==> config.mk <==
export PLATFORM = sky130hd
export DESIGN_NAME = limber_sram_ctrl
export DESIGN_NICKNAME = d
export VERILOG_FILES = /design/src/rtl/limber_sram_ctrl_pkg.sv /design/src/rtl/limber_sram_ctrl_merge.sv /design/src/rtl/limber_sram_ctrl.sv
export SDC_FILE = /design/constraint.sdc
export NUM_CORES = 1
export LEC_CHECK = 0
export CAP_MARGIN = 20
export CELL_PAD_IN_SITES_DETAIL_PLACEMENT = 2
export CELL_PAD_IN_SITES_GLOBAL_PLACEMENT = 2
export CORE_MARGIN = 5
export CORE_UTILIZATION = 30
export DETAILED_ROUTE_END_ITERATION = 10
export MAX_ROUTING_LAYER = met4
export PLACE_DENSITY_LB_ADDON = 0.1
export SLEW_MARGIN = 20
export SYNTH_ARGS = -nofsm -noshare
export SYNTH_HDL_FRONTEND = slang
export SYNTH_HIERARCHICAL = 1
export SYNTH_SLANG_ARGS = --single-unit
==> constraint.sdc <==
create_clock -name clk -period 4.9 [get_ports clk]
set_clock_uncertainty 0.05 [all_clocks]
set_input_delay 0.49 -clock clk [delete_from_list [all_inputs] [get_ports clk]]
set_output_delay 0.49 -clock clk [all_outputs]
set_load 0.01 [all_outputs]
==> src/rtl/limber_sram_ctrl_pkg.sv <==
// Shared definitions for the limber SRAM front-end.
// Holds the FSM state encoding, the latency counter width and the mask-width helper.
package limber_sram_ctrl_pkg;

    typedef enum logic [2:0] {
        S_IDLE,
        S_RD_WAIT,
        S_RMW_WAIT,
        S_RMW_WR,
        S_RSP
    } state_t;

    // Wide enough to count up to the largest supported RAM latency (4).
    localparam int DLY_CW = 3;

    function automatic int mask_w(input int dw);
        return dw / 8;
    endfunction

endpackage

==> src/rtl/limber_sram_ctrl_merge.sv <==
// Per-byte merge of new write data over the old RAM word.
// Ports: wdata/wmask (new data, byte enables), old (RAM word), merged (result).
module limber_sram_ctrl_merge #(
    parameter int DW = 32,
    parameter int MW = DW / 8
) (
    input  logic [DW-1:0] wdata,
    input  logic [MW-1:0] wmask,
    input  logic [DW-1:0] old,
    output logic [DW-1:0] merged
);

    always_comb begin
        merged = old;
        for (int b = 0; b < MW; b++) begin
            if (wmask[b]) merged[8*b +: 8] = wdata[8*b +: 8];
        end
    end

endmodule

==> src/rtl/limber_sram_ctrl.sv <==
// Command/response front-end for the single-port RAM; byte-masked writes run as read-modify-write.
// Ports: cmd_* (valid/ready command), rsp_* (valid/ready response), ram_* (RAM pins), clk, rst.
module limber_sram_ctrl
    import limber_sram_ctrl_pkg::*;
#(
    parameter int DP  = 64,
    parameter int DW  = 32,
    parameter int AW  = 6,
    parameter int DLY = 1,
    parameter int MW  = mask_w(DW)
) (
    input  logic          clk,
    input  logic          rst,
    input  logic          cmd_valid,
    output logic          cmd_ready,
    input  logic          cmd_read,
    input  logic [AW-1:0] cmd_addr,
    input  logic [DW-1:0] cmd_wdata,
    input  logic [MW-1:0] cmd_wmask,
    output logic          rsp_valid,
    input  logic          rsp_ready,
    output logic [DW-1:0] rsp_rdata,
    output logic          rsp_err,
    output logic          ram_cs,
    output logic          ram_we,
    output logic [AW-1:0] ram_addr,
    output logic [DW-1:0] ram_din,
    input  logic [DW-1:0] ram_dout
);

    localparam logic [DLY_CW-1:0] CNT_LAST = DLY_CW'((DLY > 0) ? DLY - 1 : 0);

    state_t              state;
    logic [DLY_CW-1:0]   cnt;
    logic [AW-1:0]       lat_addr;
    logic [DW-1:0]       lat_wdata;
    logic [MW-1:0]       lat_wmask;
    logic [DW-1:0]       merged_q;
    logic [DW-1:0]       merged;
    logic [DW-1:0]       mrg_wdata;
    logic [MW-1:0]       mrg_wmask;
    logic                in_range;
    logic                full;
    logic                none;
    logic                accept;

    assign in_range = 32'(cmd_addr) < 32'(DP);
    assign full     = &cmd_wmask;
    assign none     = ~|cmd_wmask;
    // Gated by rst so the RAM pins and handshake drop the instant reset rises.
    assign cmd_ready = (state == S_IDLE) && !rst;
    assign accept    = cmd_valid && cmd_ready;

    // With DLY = 0 the merge happens in the accept cycle, before the latch.
    assign mrg_wdata = (state == S_IDLE) ? cmd_wdata : lat_wdata;
    assign mrg_wmask = (state == S_IDLE) ? cmd_wmask : lat_wmask;

    limber_sram_ctrl_merge #(.DW(DW), .MW(MW)) u_merge (
        .wdata  (mrg_wdata),
        .wmask  (mrg_wmask),
        .old    (ram_dout),
        .merged (merged)
    );

    always_comb begin
        ram_cs   = 1'b0;
        ram_we   = 1'b0;
        ram_addr = lat_addr;
        ram_din  = merged_q;
        if (state == S_IDLE) begin
            ram_addr = cmd_addr;
            ram_din  = cmd_wdata;
        end
        if (!rst) begin
            unique case (state)
                S_IDLE: begin
                    if (cmd_valid && in_range && (cmd_read || !none)) begin
                        ram_cs = 1'b1;
                        ram_we = !cmd_read && full;
                    end
                end
                S_RMW_WR: begin
                    ram_cs = 1'b1;
                    ram_we = 1'b1;
                end
                default: ;
            endcase
        end
    end

    always_ff @(posedge clk or posedge rst) begin
        if (rst) begin
            state     <= S_IDLE;
            cnt       <= '0;
            lat_addr  <= '0;
            lat_wdata <= '0;
            lat_wmask <= '0;
            merged_q  <= '0;
            rsp_valid <= 1'b0;
            rsp_rdata <= '0;
            rsp_err   <= 1'b0;
        end else begin
            unique case (state)
                S_IDLE: begin
                    if (accept) begin
                        lat_addr  <= cmd_addr;
                        lat_wdata <= cmd_wdata;
                        lat_wmask <= cmd_wmask;
                        cnt       <= '0;
                        if (!in_range) begin
                            rsp_err   <= 1'b1;
                            rsp_rdata <= '0;
                            rsp_valid <= 1'b1;
                            state     <= S_RSP;
                        end else if (cmd_read) begin
                            if (DLY == 0) begin
                                rsp_err   <= 1'b0;
                                rsp_rdata <= ram_dout;
                                rsp_valid <= 1'b1;
                                state     <= S_RSP;
                            end else begin
                                state <= S_RD_WAIT;
                            end
                        end else if (full || none) begin
                            rsp_err   <= 1'b0;
                            rsp_rdata <= '0;
                            rsp_valid <= 1'b1;
                            state     <= S_RSP;
                        end else if (DLY == 0) begin
                            merged_q <= merged;
                            state    <= S_RMW_WR;
                        end else begin
                            state <= S_RMW_WAIT;
                        end
                    end
                end
                S_RD_WAIT: begin
                    if (cnt == CNT_LAST) begin
                        rsp_err   <= 1'b0;
                        rsp_rdata <= ram_dout;
                        rsp_valid <= 1'b1;
                        state     <= S_RSP;
                    end else begin
                        cnt <= cnt + 1'b1;
                    end
                end
                S_RMW_WAIT: begin
                    if (cnt == CNT_LAST) begin
                        merged_q <= merged;
                        state    <= S_RMW_WR;
                    end else begin
                        cnt <= cnt + 1'b1;
                    end
                end
                S_RMW_WR: begin
                    rsp_err   <= 1'b0;
                    rsp_rdata <= '0;
                    rsp_valid <= 1'b1;
                    state     <= S_RSP;
                end
                S_RSP: begin
                    if (rsp_ready) begin
                        rsp_valid <= 1'b0;
                        state     <= S_IDLE;
                    end
                end
                default: state <= S_IDLE;
            endcase
        end
    end

endmodule

Word-level counts from Yosys, hierarchy flattened

Cells that the tools add are included.

Magnitude comparators: 0
Multiplexer cells: 40
Multipliers: 0
Reduce and logical (&&, ||, !) cells: 23
Eq/ne operators: 11
Add/sub/neg operators: 1
Divide/modulo/power cells: 0
Shifts and indexed selects: 0
Bitwise gates (word level): 0

Operators with widths:

| kind                                                             | count |
|---|---|
| 32-bit 2-to-1 mux                                                | 6 |
| 32-bit case mux with 3 select lines                              | 1 |
| 8-bit 2-to-1 mux                                                 | 4 |
| 3-bit 2-to-1 mux                                                 | 8 |
| 3-bit case mux with 5 select lines                               | 1 |
| 1-bit 2-to-1 mux                                                 | 13 |
| 2-bit inequality test (second input constant)                    | 6 |
| 4-bit AND reduction                                              | 2 |
| 3-bit by 2-bit == test with 1-bit output (second input constant) | 2 |
| 3-bit zero test                                                  | 2 |
| 6-bit 2-to-1 mux                                                 | 1 |
| 3-bit case mux with 2 select lines                               | 1 |
| 6-bit AND reduction                                              | 1 |
| 5-bit AND reduction                                              | 1 |
| 1-bit logical AND                                                | 4 |
| 4-bit 2-to-1 mux                                                 | 1 |
| 1-bit case mux with 2 select lines                               | 2 |
| 1-bit case mux with 4 select lines                               | 1 |
| 2-bit AND reduction                                              | 2 |
| 4-bit nonzero test                                               | 1 |
| 4-bit OR reduction                                               | 1 |
| 3-bit by 1-bit adder with 3-bit output (second input constant)   | 1 |
| 3-bit by 1-bit == test with 1-bit output (second input constant) | 1 |
| 3-bit == test (second input constant)                            | 1 |
| 8 further kinds                                                  | 11 |

Word-level logic and storage cells: 84
Memory bits (read-only): 0
Bits of input ports: 79
Output and inout port bits: 75
Register bits after elaboration: 114
Latch bits: 0
RAM bits: 0
Memories: 0

Depth between registers and ports, before layout

Gate-level depths: netlist (run 1).

Depth after elaboration: 7
Mapped depth: 9
Depth with buffers taken out: 6

Cells and area by module

The synthesis (run 1) kept the hierarchy.

Modules (own cells, without submodules):

| module                 | instances | cells each | area an instance (um2) | sequential area each (um2) |
|---|---|---|---|---|
| limber_sram_ctrl       | 1         | 620        | 5620.4                 | 2827.7 |
| limber_sram_ctrl_merge | 1         | 36         | 525.5                  | 0.0 |

Least setup slack after synthesis (run 1)

No wires, ideal clock.

Path type: in2reg
From: input rst
To: register state[1]
Required time: 4.754 ns
Arrival: 3.378 ns
Stages on the path: 3
Setup slack: 1.376 ns
Setup time: 0.096 ns
Path buffers: 0
Path through: inv_1 a41oi_1 nor3_1

Longest elaborated chain between the ends: 5

Ends and longest elaborated chain:

| what                                   | RTL line                | text |
|---|---|---|
| start: declaration                     | limber_sram_ctrl.sv:13  | `input logic rst,` |
| 1-bit zero test (no source line)       | n/a                     |  |
| 1-bit logical AND                      | limber_sram_ctrl.sv:51  | `assign cmd_ready = (state == S_IDLE) && !rst;` |
| 1-bit logical AND                      | limber_sram_ctrl.sv:52  | `assign accept = cmd_valid && cmd_ready;` |
| 2-bit inequality test (no source line) | n/a                     |  |
| 4-bit AND reduction (no source line)   | n/a                     |  |
| end signal: assignment                 | limber_sram_ctrl.sv:93  | `state <= S_IDLE;` |
| end signal: assignment                 | limber_sram_ctrl.sv:114 | `state <= S_RSP;` |
| end signal: assignment                 | limber_sram_ctrl.sv:120 | `state <= S_RSP;` |
| end: declaration                       | limber_sram_ctrl.sv:33  | `state_t state;` |

Every way passes these cells.
A chain may end at the register's enable or synchronous reset.

Worst setup path after layout (run 1)

From: register state[1]
To: output ram_din[0]

Longest elaborated chain between the ends: 2

Ends and longest elaborated chain:

| what              | RTL line               | text |
|---|---|---|
| 3-bit zero test   | limber_sram_ctrl.sv:70 | `if (state == S_IDLE) begin` |
| 32-bit 2-to-1 mux | limber_sram_ctrl.sv:70 |  |
| end: declaration  | limber_sram_ctrl.sv:27 | `output logic [DW-1:0] ram_din,` |

Every way passes these cells.

==> results of run 1 <==
==> worst paths after layout <==
check | from | endpoint
max in group asynchronous | rst | rsp_rdata[13]
setup reg to reg | state[1] | merged_q[12]
hold / removal | rst | lat_addr[3]
setup / recovery | state[1] | ram_din[0]
hold reg to reg | lat_wdata[11] | lat_wdata[11]
min in group clk | lat_wdata[11] | lat_wdata[11]
==> sequential cells by signal, summed over array words and instances (netlist names) <==
name	count
rsp_rdata	32
merged_q	32
lat_wdata	32
lat_addr	6
cnt	3
state	3
lat_wmask	4
rsp_valid	1
==> power by group through the flow <==
stage,Clock [uW],Sequential [uW],Combinational (uW)
after global placement,0,1690,3340
after CTS,1250,1730,3500
after global routing,1290,1790,3730
after detailed placement,0,1730,3470
after floorplan,0,1670,2120
final,1220,1720,3420
==> Yosys cell counts <==
cell type    n
buf_2        6
nor2_1       3
nor2b_1      3
inv_1        4
nor2_4       1
nand4_1      1
dfrtp_1    113
ha_1         2
conb_1       1
and3_1      33
buf_6       13
mux2i_1      1
buf_1        5
nor3_2       2
nand2b_4     1
nand3_2      1
a221o_1     32
nand3b_1     1
clkbuf_1    20
nor4_2       1
o41ai_1      1
or3_1        1
buf_4        2
nand3_1      2
mux2_2       2
nor4b_2      1
nand2_1    324
nor4_1       1
nor3_1       1
a21boi_0     1
a211oi_1     1
and2_1       2
a21o_1       1
a22o_1       1
a41oi_1      1
or4b_4       1
mux2_1       2
mux2_4      62
o21a_1       1
xnor2_1      1
o21ai_1      3
==> logic make-up after synthesis <==
kind of cell               synth area share
DFF                                   0.460
muxes                                 0.160
and+or+nand+nor                       0.261
adders and majority gates           0.00407
buffers and inverters                0.0489
AOI/OAI and AO/OA                    0.0637
xor gates and xnor gates            0.00143
other                              0.000610
==> cell type report <==
| cell class | count | area [um2] |
|---|---|---|
| flip-flops and latches | 113 | 2830 |
| well taps | 270 | 338 |
| fillers | 2151 | 11900 |
| clock inverters | 6 | 80.1 |
| clock buffers | 25 | 485 |
| inverters | 4 | 17.5 |
| repair buffers | 160 | 1580 |
| diodes | 1 | 2.50 |
| multi-input cells | 493 | 3040 |
==> per-stage QoR <==
step / util / total power (uW) / cell area (um2) / hold WS (ns) / worst slack, ns
after floorplan: - / 3790 / 6150 / 0.396 / 1.33
after global placement: 0.386 / 5030 / 7800 / 0.407 / 1.64
after detailed placement: 0.386 / 5200 / 7810 / 0.417 / 1.58
after CTS: 0.414 / 6480 / 8370 / 0.428 / 1.16
after global routing: 0.414 / 6810 / 8370 / 0.441 / 0.987
final: 0.414 / 6360 / 8380 / 0.424 / 1.26
==> per-layer routing <==
| layer | up-vias | track usage | wire length (um) |
|---|---|---|---|
| met2 | 105 | 0.346 | 11600 |
| met3 | 17 | 0.0421 | 728 |
| met4 | 0 | 0.0526 | 285 |
| met1 | 2753 | 0.235 | 9780 |
| met5 | - | - | 0 |
| li1 | 2447 | - | - |
==> summary.txt, run 1 <==
status: complete, no violations
crit path cell chain: or3_2, buf_4, nand2_1, nand2_1, clkdlybuf4s50_1
GP Congestion: 0.752
Seq cells post-synth: 113
CTS Sinks: 113
initial core utilization: 0.304
hold-fix buffers at CTS: 0
CP peak stage delay: 0.73 ns
sequential share of power: 0.271
fin crit period: 3.64 ns
Final HPWL DP: 15100 um
clk slew on worst S/H paths: 0.05 ns
Hold WC Path Type: primary input to async pin
post-synthesis sequential area ratio: 0.460
All-Layer GR Usage: 0.199
first-pass GRT wire length: 35800 um
maximum fanout along the worst path: 39
Remaining Overflow, GRT: 0
fmax: 275 MHz
switching share of total power: 0.385
via count: 5322
worst reg-to-reg path cell count: 6
P_leak: 0.00412 uW
fin nets: 870
commonest non-fill, non-tap cell in the layout: nand2_1
DR vias/cell: 4.96
syn avg cell area: 9.37 um2
via count of the first global-routing pass: 6274
P&R area growth vs syn: 36.3%
synth warn: 6
clock share of power: 0.192
flop-to-flop setup slack: 1.64 ns
worst skew pair latency: 0.41 ns
Port Buf Inserts: 152
clk root buf: clkbuf_16
Routed WL: 22400 um
Placed Cells: 1040
cell taking the most area after synthesis: dfrtp_1
Bufs and invs on worst path: 2
die width: 153 um
Synth cell types: 41
Worst Setup Start Kind: register
proportion of layout cells with a drive suffix above 1: 0.140
Die Area: 0.0234 mm2
initial antenna violation count: 0
final hold viol count: 0
TritonRoute pass-1 iters: 4
WL/cell: 20.9 um
TritonCTS clock tree: built
Crit-path slowest cell: or3_2
combinational cell fraction of total power: 0.537
Rel. slew slack: 0.332
Final Max Slew Viols: 0
Critical Path Stages: 5
CP endpoint kind: output port
DRT antenna net count: 0
Die Y: 153 um
fin cells: 1072
Synth Instances: 656
Worst EP arrival: 3.10 ns
1st-iter DRT viols: 163
VDD IR-drop max: 0.268 mV
H-tree depth: 4
Slew @ Worst Pin: 0.998 ns
total CTS buffers: 17
syn nets: 737
# Max-Cap Violations: 0
CP dominant cell by count: nand2_1
CORE AREA: 0.0202 mm2
DRC errors left: 0
Synth top area share: 0.460
Int Power: 3920 uW
Crit path required time: 4.36 ns
cell area after synthesis: 0.00615 mm2
post-cts resize count: 0
Setup TNS: 0 ns
most frequent cells in the layout: nand2_1 (323), clkdlybuf4s50_1 (152), dfrtp_1 (113)
critical setup path kind: register to output port
synth top area cells: dfrtp_1 (46%), nand2_1 (20%), mux2_4 (15%)
clk buf depth: 2
Switching Power: 2450 uW
postcts setup bufs: 0
Site Rows: 52
RSZ-0062 raised after global routing: false
Final setup viols: 0
Final Cycle Share: 0.743
power density over the cells: 760 mW/mm2
I/O pin cnt: 154
cell family with most CP delay: buffers and inverters
largest net degree at the start of global routing: 55
Note: power is estimated with default switching activity, not from simulation.
==> inputs of run 2 (changes only) <==
==> constraint.sdc (replaced) <==
create_clock -name clk -period 3.46 [get_ports clk]
set_clock_uncertainty 0.05 [all_clocks]
set_input_delay 0.346 -clock clk [delete_from_list [all_inputs] [get_ports clk]]
set_output_delay 0.346 -clock clk [all_outputs]
set_load 0.01 [all_outputs]
==> run 2 against run 1 <==
Effect of this change: via count rose by 0.26%; clock-buffer cell count fell by 6; cell area rose by 1.3%; global-route usage fell by 0.19 points; combinational power rose by 44%.
==> summary.txt, run 2 (same netlist as run 1, synthesis figures left out) <==
post-placement cell area: 0.00787 mm2
critical setup path kind: register to output port
DR vias/cell: 4.95
Switching Power: 3510 uW
H-tree depth: 4
CTS Sinks: 113
sequential share of power: 0.265
Register Area: 0.00283 mm2
status: complete, no violations
Rel. slew slack: 0.403
largest registers: lat_wdata (32), merged_q (32), rsp_rdata (32)
1st-iter DRT viols: 198
clock share of power: 0.199
Final Cycle Share: 0.840
worst reg-to-reg path cell count: 6
initial antenna violation count: 1
area taken by multi-input logic gates: 0.00304 mm2
fmax: 344 MHz
Hold WC Path Type: primary input to async pin
Port Buf Inserts: 152
via count of the first global-routing pass: 6348
TritonRoute pass-1 iters: 4
final hold viol count: 0
most frequent cells in the layout: nand2_1 (324), clkdlybuf4s50_1 (152), dfrtp_1 (113)
RSZ-0062 raised after global routing: false
Final HPWL DP: 15100 um
# fillers: 2177
DRC errors left: 0
Final Max Slew Viols: 0
fin crit period: 2.91 ns
switching share of total power: 0.383
largest net degree at the start of global routing: 52
Final setup viols: 0
Site Rows: 52
via count: 5336
Setup TNS: 0 ns
ANT cells: 0
P&R area growth vs syn: 38.0%
clk slew on worst S/H paths: 0.06 ns
postcts setup bufs: 0
proportion of layout cells with a drive suffix above 1: 0.151
CORE AREA: 0.0202 mm2
CP endpoint kind: output port
All-Layer GR Usage: 0.198
post-cts resize count: 0
maximum fanout along the worst path: 23
Worst Setup Start Kind: register
# Max-Cap Violations: 0
Die Y: 153 um
Slew @ Worst Pin: 0.895 ns
clk root buf: clkbuf_16
Worst EP arrival: 2.51 ns
VDD IR-drop max: 0.381 mV
first-pass GRT wire length: 35800 um
WL/cell: 20.5 um
Final Instance Area: 0.00848 mm2
hold-fix buffers at CTS: 0
Int Power: 5670 uW
TritonCTS clock tree: built
Crit path required time: 3.06 ns
initial core utilization: 0.304
total CTS buffers: 17
P_leak: 0.00416 uW
combinational cell fraction of total power: 0.536
worst skew pair latency: 0.41 ns
Routed WL: 22100 um
commonest non-fill, non-tap cell in the layout: nand2_1
GP Congestion: 0.812
Design Power: 9190 uW
clk buf depth: 2
I/O pin cnt: 154
DRT antenna net count: 0
die width: 153 um
final core occ: 0.419
power density over the cells: 1080 mW/mm2
Die Area: 0.0234 mm2
fin nets: 875
Remaining Overflow, GRT: 0
## run 2: routing by layer
metal | wire (um) | track usage | up-vias
met5 | 0 | - | -
met4 | 153 | 0.0386 | 0
met3 | 707 | 0.0433 | 14
met2 | 11800 | 0.353 | 104
met1 | 9430 | 0.229 | 2759
li1 | - | - | 2459
## run 2: layout make-up
type	instances	share of cell area
multi-input cells	493	0.359
flip-flops and latches	113	0.333
repair buffers	165	0.194
clock buffers	19	0.0534
well taps	270	0.0398
clock inverters	13	0.0189
inverters	4	0.00207
## run 2: worst paths after layout
check	start	endpoint	slack (ns)
min in group clk	lat_wdata[2]	lat_wdata[2]	0.43
worst min register to register	lat_wdata[2]	lat_wdata[2]	0.43
worst max-delay path	state[1]	ram_din[1]	0.55
max in group asynchronous	rst	rsp_rdata[0]	2.17
worst min-delay path	rst	state[0]	0.31
worst max register to register	state[1]	merged_q[12]	0.74
## run 2: critical path, cell delays in order (launching register included)
cell and delay, ns:
dfrtp_1 0.56, or3_2 0.60, buf_4 0.25, nand2_1 0.10, nand2_1 0.08, clkdlybuf4s50_1 0.49
## run 2: power groups by stage
stage          clock, uW  combinational (uW)  sequential (uW)
2_1_floorplan          0                3000             2370
3_3_place_gp           0                4800             2390
3_5_place_dp           0                4980             2440
4_1_cts             1870                5040             2450
5_1_grt             1940                5370             2520
6_report            1830                4920             2440
## run 2: stage by stage
stage	std cells	hold slack, ns	worst slack, ns
floorplan	656	0.396	0.0388
global placement	1045	0.407	0.845
detailed placement	1045	0.416	0.743
CTS	1077	0.299	0.491
global route	1077	0.313	0.438
finish	1077	0.311	0.553
==> inputs of run 3 (changes only) <==
==> constraint.sdc (replaced) <==
create_clock -name clk -period 3 [get_ports clk]
set_clock_uncertainty 0.05 [all_clocks]
set_input_delay 0.3 -clock clk [delete_from_list [all_inputs] [get_ports clk]]
set_output_delay 0.3 -clock clk [all_outputs]
set_load 0.01 [all_outputs]
==> run 3 against run 2 <==
Effect of this change: hold slack worse by 0.11 ns; cell area shrank 0.27%; combinational power grew 18%; register-to-register slack worse by 0.42 ns; utilization decreased by 0.11 points; clock power about the same; via count is 0.34% higher; global-route usage shrank 0.14 points; sequential power increased by 14%; routed wire length barely moved; total power rose by 14%; critical path type unchanged.
==> summary.txt, run 3 (same netlist as run 1, synthesis figures left out) <==
status: complete, no violations
RSZ-0062 raised after global routing: false
critical setup path kind: register to output port
Rel. slew slack: 0.378
Die Area: 0.0234 mm2
clk slew on worst S/H paths: 0.06 ns
reg2reg end: merged_q[19]
CP dominant cell by count: nand2_1
Port Buf Inserts: 152
final hold viol count: 0
Site Rows: 52
via count: 5354
CP endpoint: ram_din[31]
TritonCTS clock tree: built
Final HPWL DP: 15100 um
GR Util met3: 0.0461
worst skew pair latency: 0.42 ns
most frequent cells in the layout: nand2_1 (324), clkdlybuf4s50_1 (152), dfrtp_1 (113)
die width: 153 um
VDD IR-drop max: 0.422 mV
CP peak stage delay: 0.54 ns
CTS Sinks: 113
initial core utilization: 0.304
total CTS buffers: 17
# fillers: 2206
All-Layer GR Usage: 0.196
Remaining Overflow, GRT: 0
Die Y: 153 um
CP endpoint kind: output port
proportion of layout cells with a drive suffix above 1: 0.150
initial antenna violation count: 0
Worst EP arrival: 2.46 ns
I/O pin cnt: 154
final core occ: 0.418
fmax: 356 MHz
via count of the first global-routing pass: 6168
Hold WC Path Type: primary input to async pin
ANT cells: 0
first-pass GRT wire length: 35300 um
post-cts resize count: 0
CORE AREA: 0.0202 mm2
Final Max Slew Viols: 0
clk buf depth: 2
TritonRoute pass-1 iters: 4
DRC errors left: 0
Final Instance Area: 0.00846 mm2
Critical Path Stages: 5
worst r2r src: state[1]
Worst Setup Start Kind: register
maximum fanout along the worst path: 37
fin nets: 881
P_leak: 0.00417 uW
met2 usage: 0.339
post-placement cell area: 0.00791 mm2
cell family with most CP delay: buffers and inverters
GP Congestion: 0.738
P&R area growth vs syn: 37.6%
power density over the cells: 1230 mW/mm2
worst reg-to-reg path cell count: 6
Routed WL: 22100 um
flop-to-flop setup slack: 0.32 ns
WL/cell: 20.4 um
H-tree depth: 4
Final setup viols: 0
largest registers: lat_wdata (32), merged_q (32), rsp_rdata (32)
Crit path required time: 2.65 ns
worst setup margin: 0.190 ns
Setup TNS: 0 ns
start point of the critical path: state[1]
largest net degree at the start of global routing: 110
commonest non-fill, non-tap cell in the layout: nand2_1
1st-iter DRT viols: 212
GR peak layer: met2
pre-CTS setup slack: 0.332 ns
grt met1 use: 0.234
Crit-path slowest cell: or3_2
DRT antenna net count: 0
fin crit period: 2.81 ns
Bufs and invs on worst path: 2
Final Cycle Share: 0.937
crit path cell chain: or3_2, buf_4, nand2_1, nand2_1, clkdlybuf4s50_1
DR vias/cell: 4.95
Slew @ Worst Pin: 0.933 ns
# Max-Cap Violations: 0
clk root buf: clkbuf_16
[run 3: cell count changes in the layout (fill, tap and decap cells not counted), moves of 2 or more]
cell and change:
bufinv_16 -2, buf_12 +2, clkbuf_1 +4, buf_4 +4, clkinv_2 +4, clkinvlp_4 -4
[run 3: layout make-up]
cell class | count | area (um2) | area share
multi-input cells | 493 | 3040 | 0.359
flip-flops and latches | 113 | 2830 | 0.334
repair buffers | 171 | 1710 | 0.203
clock buffers | 22 | 454 | 0.0537
well taps | 270 | 338 | 0.0399
clock inverters | 8 | 65.1 | 0.00769
inverters | 4 | 18.8 | 0.00222
[run 3: worst min-delay path by stage]
| stage | start | end | slack [ns] | cells past startpoint |
|---|---|---|---|---|
| floorplan | cmd_addr[0] | lat_addr[0] | 0.36 | 2 |
| global placement | lat_wdata[13] | lat_wdata[13] | 0.41 | 2 |
| detailed placement | lat_wmask[2] | lat_wmask[2] | 0.42 | 2 |
| CTS | rst | lat_wdata[28] | 0.17 | 2 |
| global route | rst | lat_wdata[28] | 0.20 | 2 |
| finish | rst | lat_wdata[28] | 0.20 | 2 |
[run 3: power by group]
part	switching [uW]	internal, uW	leakage (uW)	total [uW]
combinational	2820	3000	0.00259	5820
sequential	505	2270	0.00132	2780
clock	705	1140	0.000263	1840
[run 3: per-stage QoR]
stage | hold slack (ns) | power [uW] | std cells
4_1_cts | 0.174 | 10600 | 1079
2_1_floorplan | 0.355 | 6190 | 656
3_3_place_gp | 0.407 | 8350 | 1049
6_report | 0.198 | 10400 | 1081
5_1_grt | 0.197 | 11200 | 1081
3_5_place_dp | 0.416 | 8630 | 1049
[run 3: layer usage]
metal  vias up  wire (um)
met3        11        836
met1      2766       9710
li1       2473          -
met4         0        179
met2       104      11400
met5         -          0
[run 3: what timing repair did]
action / in CTS / in global routing
buffers inserted: 0 / 2
hold buffers: 0 / 0
hold endpoints to repair: 0 / 0
setup endpoints to repair: 0 / 19
